[src/rtl/router_sync_multi.sv]
// Router synchroniser for NUM_CH destination FIFOs: address latch, write steering, and per-channel read timeout.
// Optional macro SYNC_TIMEOUT_STATS_EN adds an 8-bit saturating soft-reset event counter (timeout_events).
module router_sync_multi #(
  parameter int NUM_CH  = 3,
  parameter int ADDR_W  = 2,
  parameter int TIMEOUT = 30
) (
  input  logic              clock,
  input  logic              resetn,
  input  logic              detect_add,
  input  logic [ADDR_W-1:0] data_in,
  input  logic              write_enb_reg,
  input  logic [NUM_CH-1:0] full,
  input  logic [NUM_CH-1:0] empty,
  input  logic [NUM_CH-1:0] read_enb,
  output logic [NUM_CH-1:0] write_enb,
  output logic              fifo_full,
  output logic [NUM_CH-1:0] vld_out,
  output logic [NUM_CH-1:0] soft_reset,
  output logic              addr_err
`ifdef SYNC_TIMEOUT_STATS_EN
  ,
  output logic [7:0]        timeout_events
`endif
);

  localparam int CNT_W = (TIMEOUT > 1) ? $clog2(TIMEOUT) : 1;
  localparam logic [CNT_W-1:0] CNT_MAX = CNT_W'(TIMEOUT - 1);
  localparam logic [ADDR_W:0]  NUM_CH_A = (ADDR_W + 1)'(NUM_CH);

  logic [ADDR_W-1:0] addr_q, addr_d;
  logic              addr_err_q, addr_err_d;
  logic [CNT_W-1:0]  cnt_q [NUM_CH];
  logic [CNT_W-1:0]  cnt_d [NUM_CH];
  logic [NUM_CH-1:0] soft_reset_q, soft_reset_d;
  logic [NUM_CH-1:0] counting_s;

  // Address and error flag: capture on the header strobe, otherwise hold.
  always_comb begin
    addr_d     = addr_q;
    addr_err_d = addr_err_q;
    if (detect_add) begin
      addr_d     = data_in;
      addr_err_d = ({1'b0, data_in} >= NUM_CH_A);
    end else begin
      addr_d     = addr_q;
      addr_err_d = addr_err_q;
    end
  end

  // Address state register.
  always_ff @(posedge clock or negedge resetn) begin
    if (!resetn) begin
      addr_q     <= '0;
      addr_err_q <= 1'b0;
    end else begin
      addr_q     <= addr_d;
      addr_err_q <= addr_err_d;
    end
  end

  // Steering: an invalid address drains the packet with no write and no stall.
  always_comb begin
    write_enb = '0;
    fifo_full = 1'b0;
    for (int i = 0; i < NUM_CH; i++) begin
      if (!addr_err_q && (addr_q == ADDR_W'(i))) begin
        write_enb[i] = write_enb_reg;
        fifo_full    = full[i];
      end else begin
        write_enb[i] = 1'b0;
      end
    end
  end

  // Per-channel timeout FSM, next state: COUNTING while valid and unread, else IDLE.
  always_comb begin
    for (int i = 0; i < NUM_CH; i++) begin
      cnt_d[i]        = '0;
      soft_reset_d[i] = 1'b0;
      if (counting_s[i]) begin
        if (cnt_q[i] == CNT_MAX) begin
          cnt_d[i]        = '0;
          soft_reset_d[i] = 1'b1;
        end else begin
          cnt_d[i]        = cnt_q[i] + CNT_W'(1);
          soft_reset_d[i] = 1'b0;
        end
      end else begin
        cnt_d[i]        = '0;
        soft_reset_d[i] = 1'b0;
      end
    end
  end

  // Per-channel timeout state register.
  always_ff @(posedge clock or negedge resetn) begin
    if (!resetn) begin
      for (int i = 0; i < NUM_CH; i++) cnt_q[i] <= '0;
      soft_reset_q <= '0;
    end else begin
      for (int i = 0; i < NUM_CH; i++) cnt_q[i] <= cnt_d[i];
      soft_reset_q <= soft_reset_d;
    end
  end

  // Output decode.
  always_comb begin
    vld_out    = ~empty;
    counting_s = ~empty & ~read_enb;
    soft_reset = soft_reset_q;
    addr_err   = addr_err_q;
  end

`ifdef SYNC_TIMEOUT_STATS_EN
  logic [7:0] events_q, events_d;

  function automatic logic [4:0] popcount(input logic [NUM_CH-1:0] v);
    logic [4:0] c;
    c = 5'd0;
    for (int i = 0; i < NUM_CH; i++) c = c + {4'd0, v[i]};
    return c;
  endfunction

  // Saturating sum of pulses seen each cycle.
  always_comb begin
    logic [8:0] sum_s;
    sum_s = {1'b0, events_q} + {4'd0, popcount(soft_reset_q)};
    if (sum_s > 9'd255) begin
      events_d = 8'd255;
    end else begin
      events_d = sum_s[7:0];
    end
  end

  // Event counter register.
  always_ff @(posedge clock or negedge resetn) begin
    if (!resetn) begin
      events_q <= 8'd0;
    end else begin
      events_q <= events_d;
    end
  end

  assign timeout_events = events_q;
`endif

endmodule
[config.mk]
export PLATFORM = sky130hd
export DESIGN_NAME = router_sync_multi
export DESIGN_NICKNAME = d
export VERILOG_FILES = /design/src/rtl/router_sync_multi.sv
export SDC_FILE = /design/constraint.sdc
export NUM_CORES = 1
export LEC_CHECK = 0
export ABC_AREA = 1
export BUFFER_PORTS_ARGS = -buffer_cell sky130_fd_sc_hd__buf_4
export CORE_MARGIN = 3
export CORE_UTILIZATION = 45
export CTS_CLUSTER_SIZE = 40
export DETAILED_ROUTE_END_ITERATION = 12
export GPL_ROUTABILITY_DRIVEN = 1
export PLACE_DENSITY = 0.8
export SLEW_MARGIN = 10
export SYNTH_ARGS = -nofsm -noshare
export SYNTH_HDL_FRONTEND = slang
export SYNTH_SLANG_ARGS = --single-unit
export TNS_END_PERCENT = 10
[constraint.sdc]
create_clock -name clock -period 2.25 [get_ports clock]
set_input_delay 0.1125 -clock clock [delete_from_list [all_inputs] [get_ports clock]]
set_output_delay 0.1125 -clock clock [all_outputs]
set_load 0.05 [all_outputs]
==> impl_results.html <==
<table>
<tr><th>Metric</th><th>Value</th></tr>
<tr><th colspan="2">Clock tree</th></tr>
<tr><td>Root buffer cell</td><td>clkbuf_4</td></tr>
<tr><td>Number of clock sinks seen by CTS</td><td>21</td></tr>
<tr><td>Num CTS Buffers</td><td>3</td></tr>
<tr><td>CTS Buffer Depth</td><td>2</td></tr>
<tr><td>Number of resized instances in the post-cts repair step</td><td>0</td></tr>
<tr><td>Clock transition at the registers of the reported paths</td><td>roughly 0.12 ns</td></tr>
<tr><td>Hold bufs inserted after CTS</td><td>2</td></tr>
<tr><td># H-tree levels</td><td>1</td></tr>
<tr><td>Post-CTS Setup Inserts</td><td>0</td></tr>
<tr><td>Clock tree from TritonCTS</td><td>built</td></tr>
<tr><td>Clock Latency Late Sink</td><td>about 0.30 ns</td></tr>
<tr><th colspan="2">Synthesis</th></tr>
<tr><td>Per-instance average area after synthesis</td><td>8.974 µm²</td></tr>
<tr><td>Number of distinct library cell variants in the gate-level netlist after synthesis</td><td>14</td></tr>
<tr><td>Ys Warns</td><td>0</td></tr>
<tr><td>Total of flip-flops plus latches after synthesis</td><td>21</td></tr>
<tr><td>Area of the mapped netlist</td><td>about 1000 µm²</td></tr>
<tr><td>Gate count after technology mapping</td><td>116</td></tr>
<tr><td>Mapped Nets</td><td>137</td></tr>
<tr><td>Sequential fraction of the synthesis area</td><td>0.5048</td></tr>
<tr><th colspan="2">STA</th></tr>
<tr><td>Final critical path time including I/O delays and setup</td><td>1.460 ns</td></tr>
<tr><td>Hold slack final</td><td>0.04860 ns</td></tr>
<tr><td>Pins Over Slew Limit</td><td>0</td></tr>
<tr><td>Measured slew at the worst slew-check pin</td><td>0.2681 ns</td></tr>
<tr><td>Final Cycle Share</td><td>0.6491</td></tr>
<tr><td>Post-Route Skew</td><td>0.009380 ns</td></tr>
<tr><td>Peak Freq</td><td>684.7 MHz</td></tr>
<tr><td>Setup repair after global routing missed its margin</td><td>false</td></tr>
<tr><td>Final setup vio count</td><td>0</td></tr>
<tr><td>Worst slew margin</td><td>0.8212</td></tr>
<tr><td>Final Hold Vio Count</td><td>0</td></tr>
<tr><td>Post-route setup TNS</td><td>0 ns</td></tr>
<tr><th colspan="2">Power and ir drop</th></tr>
<tr><td>Overall power consumption</td><td>just under 0.7 mW</td></tr>
<tr><td>Reported leakage power</td><td>0.6454 nW</td></tr>
<tr><td>Power per unit of standard cell area</td><td>around 530 nW/µm²</td></tr>
<tr><td>Maximum vdd drop</td><td>311.4 µV</td></tr>
<tr><th colspan="2">Placement</th></tr>
<tr><td>Global placer's final weighted congestion</td><td>0.7437</td></tr>
<tr><td>Post-detailed-placement half-perimeter wirelength</td><td>1.635 mm</td></tr>
<tr><td>IO buf count</td><td>25</td></tr>
<tr><th colspan="2">Worst hold path</th></tr>
<tr><td>Kind of path behind the tightest hold check</td><td>in -&gt; reg</td></tr>
<tr><td>Startpoint of the worst hold path</td><td>data_in[0]</td></tr>
<tr><td>Hold endpoint</td><td>addr_q[0]</td></tr>
<tr><td>Instance count along the most critical hold path</td><td>3</td></tr>
<tr><th colspan="2">Die</th></tr>
<tr><td>Die Footprint</td><td>a little under 3000 µm²</td></tr>
<tr><td>Initial core utilization</td><td>0.5000</td></tr>
<tr><td>Die height</td><td>54.10 µm</td></tr>
<tr><td>Die width</td><td>about 54 µm</td></tr>
<tr><td>Ports</td><td>26</td></tr>
<tr><td>Number of core rows</td><td>16</td></tr>
<tr><td>Core Region</td><td>about 2100 µm²</td></tr>
<tr><th colspan="2">Cells and area</th></tr>
<tr><td>Synth-to-Final Area Change</td><td>25.84%</td></tr>
<tr><td>Ratio of cells with drive above 1 in the final layout</td><td>0.2381</td></tr>
<tr><td>Final net count</td><td>roughly 170</td></tr>
<tr><td>Combined flip-flop and latch cell area</td><td>525.5 µm²</td></tr>
<tr><td>Number of fill cells</td><td>approximately 180</td></tr>
<tr><td>Ant. Diodes</td><td>0</td></tr>
<tr><td>Final core utilization</td><td>0.6292</td></tr>
<tr><td>Multi-input gate area in the final layout</td><td>455.4 µm²</td></tr>
<tr><th colspan="2">Worst setup path</th></tr>
<tr><td>Reg2Reg Launch Point</td><td>cnt_q[6]</td></tr>
<tr><td>Depth of the worst register-to-register path</td><td>5</td></tr>
<tr><td>Type of element launching the critical path</td><td>flip-flop</td></tr>
<tr><td>Total buffers and inverters traversed by the critical path</td><td>1</td></tr>
<tr><td>Endpoint required time on the critical path</td><td>roughly 2.1 ns</td></tr>
<tr><td>Library cell appearing most often on the critical path</td><td>nor2_1</td></tr>
<tr><td>Element type at the critical path end</td><td>primary output</td></tr>
<tr><td>Crit Path Category</td><td>reg -&gt; out</td></tr>
<tr><td>Top cell family by delay on the critical path</td><td>flip-flops</td></tr>
<tr><td>Arrival time worst endpoint</td><td>between 1 and 1.5 ns</td></tr>
<tr><td>Reg-to-reg slack, setup</td><td>1.15 ns</td></tr>
<tr><td>Worst flop-to-flop path endpoint</td><td>cnt_q[8]</td></tr>
<tr><td>Critical path cell sequence</td><td>nor2_1, nand2_1, nor2_1, buf_4</td></tr>
<tr><td>Critical-path top delay cell</td><td>dfrtp_1</td></tr>
<tr><td>Crit path max fanout</td><td>4</td></tr>
<tr><td>CP max stage delay</td><td>about 0.43 ns</td></tr>
<tr><th colspan="2">Route</th></tr>
<tr><td>DR WL met3</td><td>about 120 µm</td></tr>
<tr><td>Average wire length per cell after detail routing</td><td>11.82 µm</td></tr>
<tr><td>Iteration-0 DRC Markers</td><td>4</td></tr>
<tr><td>Highest metal layer used by the detailed router</td><td>met4</td></tr>
<tr><td>Residual DRC count</td><td>0</td></tr>
<tr><td>Routed vias/inst</td><td>between 5 and 6</td></tr>
<tr><td>Number of routed nets with antenna violations</td><td>0</td></tr>
<tr><td>Total length of routed wires</td><td>2.057 mm</td></tr>
<tr><td>1st-pass router iterations</td><td>4</td></tr>
<tr><td>DR vias</td><td>889</td></tr>
<tr><td>M1 WL</td><td>810 µm</td></tr>
<tr><td>Met2 routed wirelength</td><td>1.105 mm</td></tr>
<tr><th colspan="2">GRT</th></tr>
<tr><td>GRT Residual Overflow</td><td>0</td></tr>
<tr><td>Pin count of the biggest net entering global routing</td><td>22</td></tr>
<tr><td>Global-route usage over all layers</td><td>0.1616</td></tr>
<tr><td>Number of antenna violations at the first check in global routing</td><td>0</td></tr>
<tr><td>Vias in the first global route</td><td>855</td></tr>
<tr><td>First-pass GRT wire length</td><td>3.415 mm</td></tr>
<tr><th colspan="2">Run status</th></tr>
<tr><td>Outcome</td><td>finished clean</td></tr>
<tr><th colspan="2">Run</th></tr>
<tr><td>Max Cap Violations</td><td>0</td></tr>
</table>
power breakdown:
group          internal [mW]  leakage, nW  total [mW]  switching, mW
Sequential             0.387        0.285       0.398         0.0107
Clock                 0.0663       0.0177       0.179          0.113
Combinational         0.0447        0.343       0.119         0.0742
Total                  0.498        0.645       0.696          0.198
cells by family after synthesis:
family | Yosys count | synth area share
and+or+nand+nor | 64 | 0.2776
DFF | 21 | 0.5048
buffers and inverters | 16 | 0.05769
AOI/OAI and AO/OA | 6 | 0.06250
adders and majority gates | 6 | 0.07211
xor gates and xnor gates | 3 | 0.02524
tightest hold or removal path: cells and delay by family:
kind | cells | cell delay (ns)
AND/OR/NAND/NOR | 1 | 0.05
AO/OA/AOI/OAI | 1 | 0.07
buffers and inverters | 1 | 0.08
metal layers:
metal	GRT usage	vias to the layer above
met5	0	-
met4	0.04979	0
met3	0.03878	2
met2	0.3185	20
met1	0.1637	429
li1	-	438
cells in the final DEF (no fill, tap or decap):
cell,synthesis,routed
nand3_1,10,10
clkinv_2,0,1
dlygate4sd3_1,0,2
buf_4,0,25
nand4_1,7,7
o22ai_1,1,1
nand2_2,3,3
ha_1,6,6
inv_1,16,16
o21ai_4,3,3
dfrtp_1,21,21
a21oi_1,1,1
o21ai_0,1,1
nor2_1,23,23
xnor2_1,3,3
nand2_1,18,18
clkbuf_4,0,3
nor3b_1,3,3
flip-flops by register name, indices dropped and copies added, names as in the netlist:
name and cells:
addr_q 2, soft_reset 3, addr_err 1, cnt_q 15
worst max-delay path by stage:
stage               startpoint           end  slack [ns]  depth (start not counted)
detailed placement   addr_q[1]  write_enb[0]        1.13                          4
global route         addr_q[1]  write_enb[0]        0.69                          4
finish               addr_q[1]  write_enb[0]        0.79                          4
global placement      cnt_q[1]      cnt_q[4]        1.19                          5
CTS                  addr_q[1]  write_enb[0]        0.77                          4
floorplan             addr_err  write_enb[0]        0.62                          3
cell type report:
type / count / area share
clock buffer: 3 / 0.01719
clock inverter: 1 / 0.003820
inverter: 16 / 0.04585
multi-input combinational: 79 / 0.3477
sequential: 21 / 0.4011
tap: 27 / 0.02579
timing repair buffer: 27 / 0.1585
cell usage after synthesis, drive strengths merged:
| cell type | count | area, µm² |
|---|---|---|
| a21oi | 1 | 5.000 |
| dfrtp | 21 | 525.5 |
| ha | 6 | 75.07 |
| inv | 16 | 60.06 |
| nand2 | 21 | 86.33 |
| nand3 | 10 | 50.05 |
| nand4 | 7 | 43.79 |
| nor2 | 23 | 86.33 |
| nor3b | 3 | 22.52 |
| o21ai | 4 | 53.80 |
| o22ai | 1 | 6.260 |
| xnor2 | 3 | 26.28 |
metrics by stage:
| stage | instances | instance area [µm²] | worst slack [ns] |
|---|---|---|---|
| floorplan | 116 | 1041 | 0.6184 |
| global placement | 168 | 1262 | 1.191 |
| detailed placement | 168 | 1262 | 1.131 |
| CTS | 174 | 1310 | 0.7729 |
| global route | 174 | 1310 | 0.6861 |
| finish | 174 | 1310 | 0.7895 |
(Power assumes the default switching activity.)
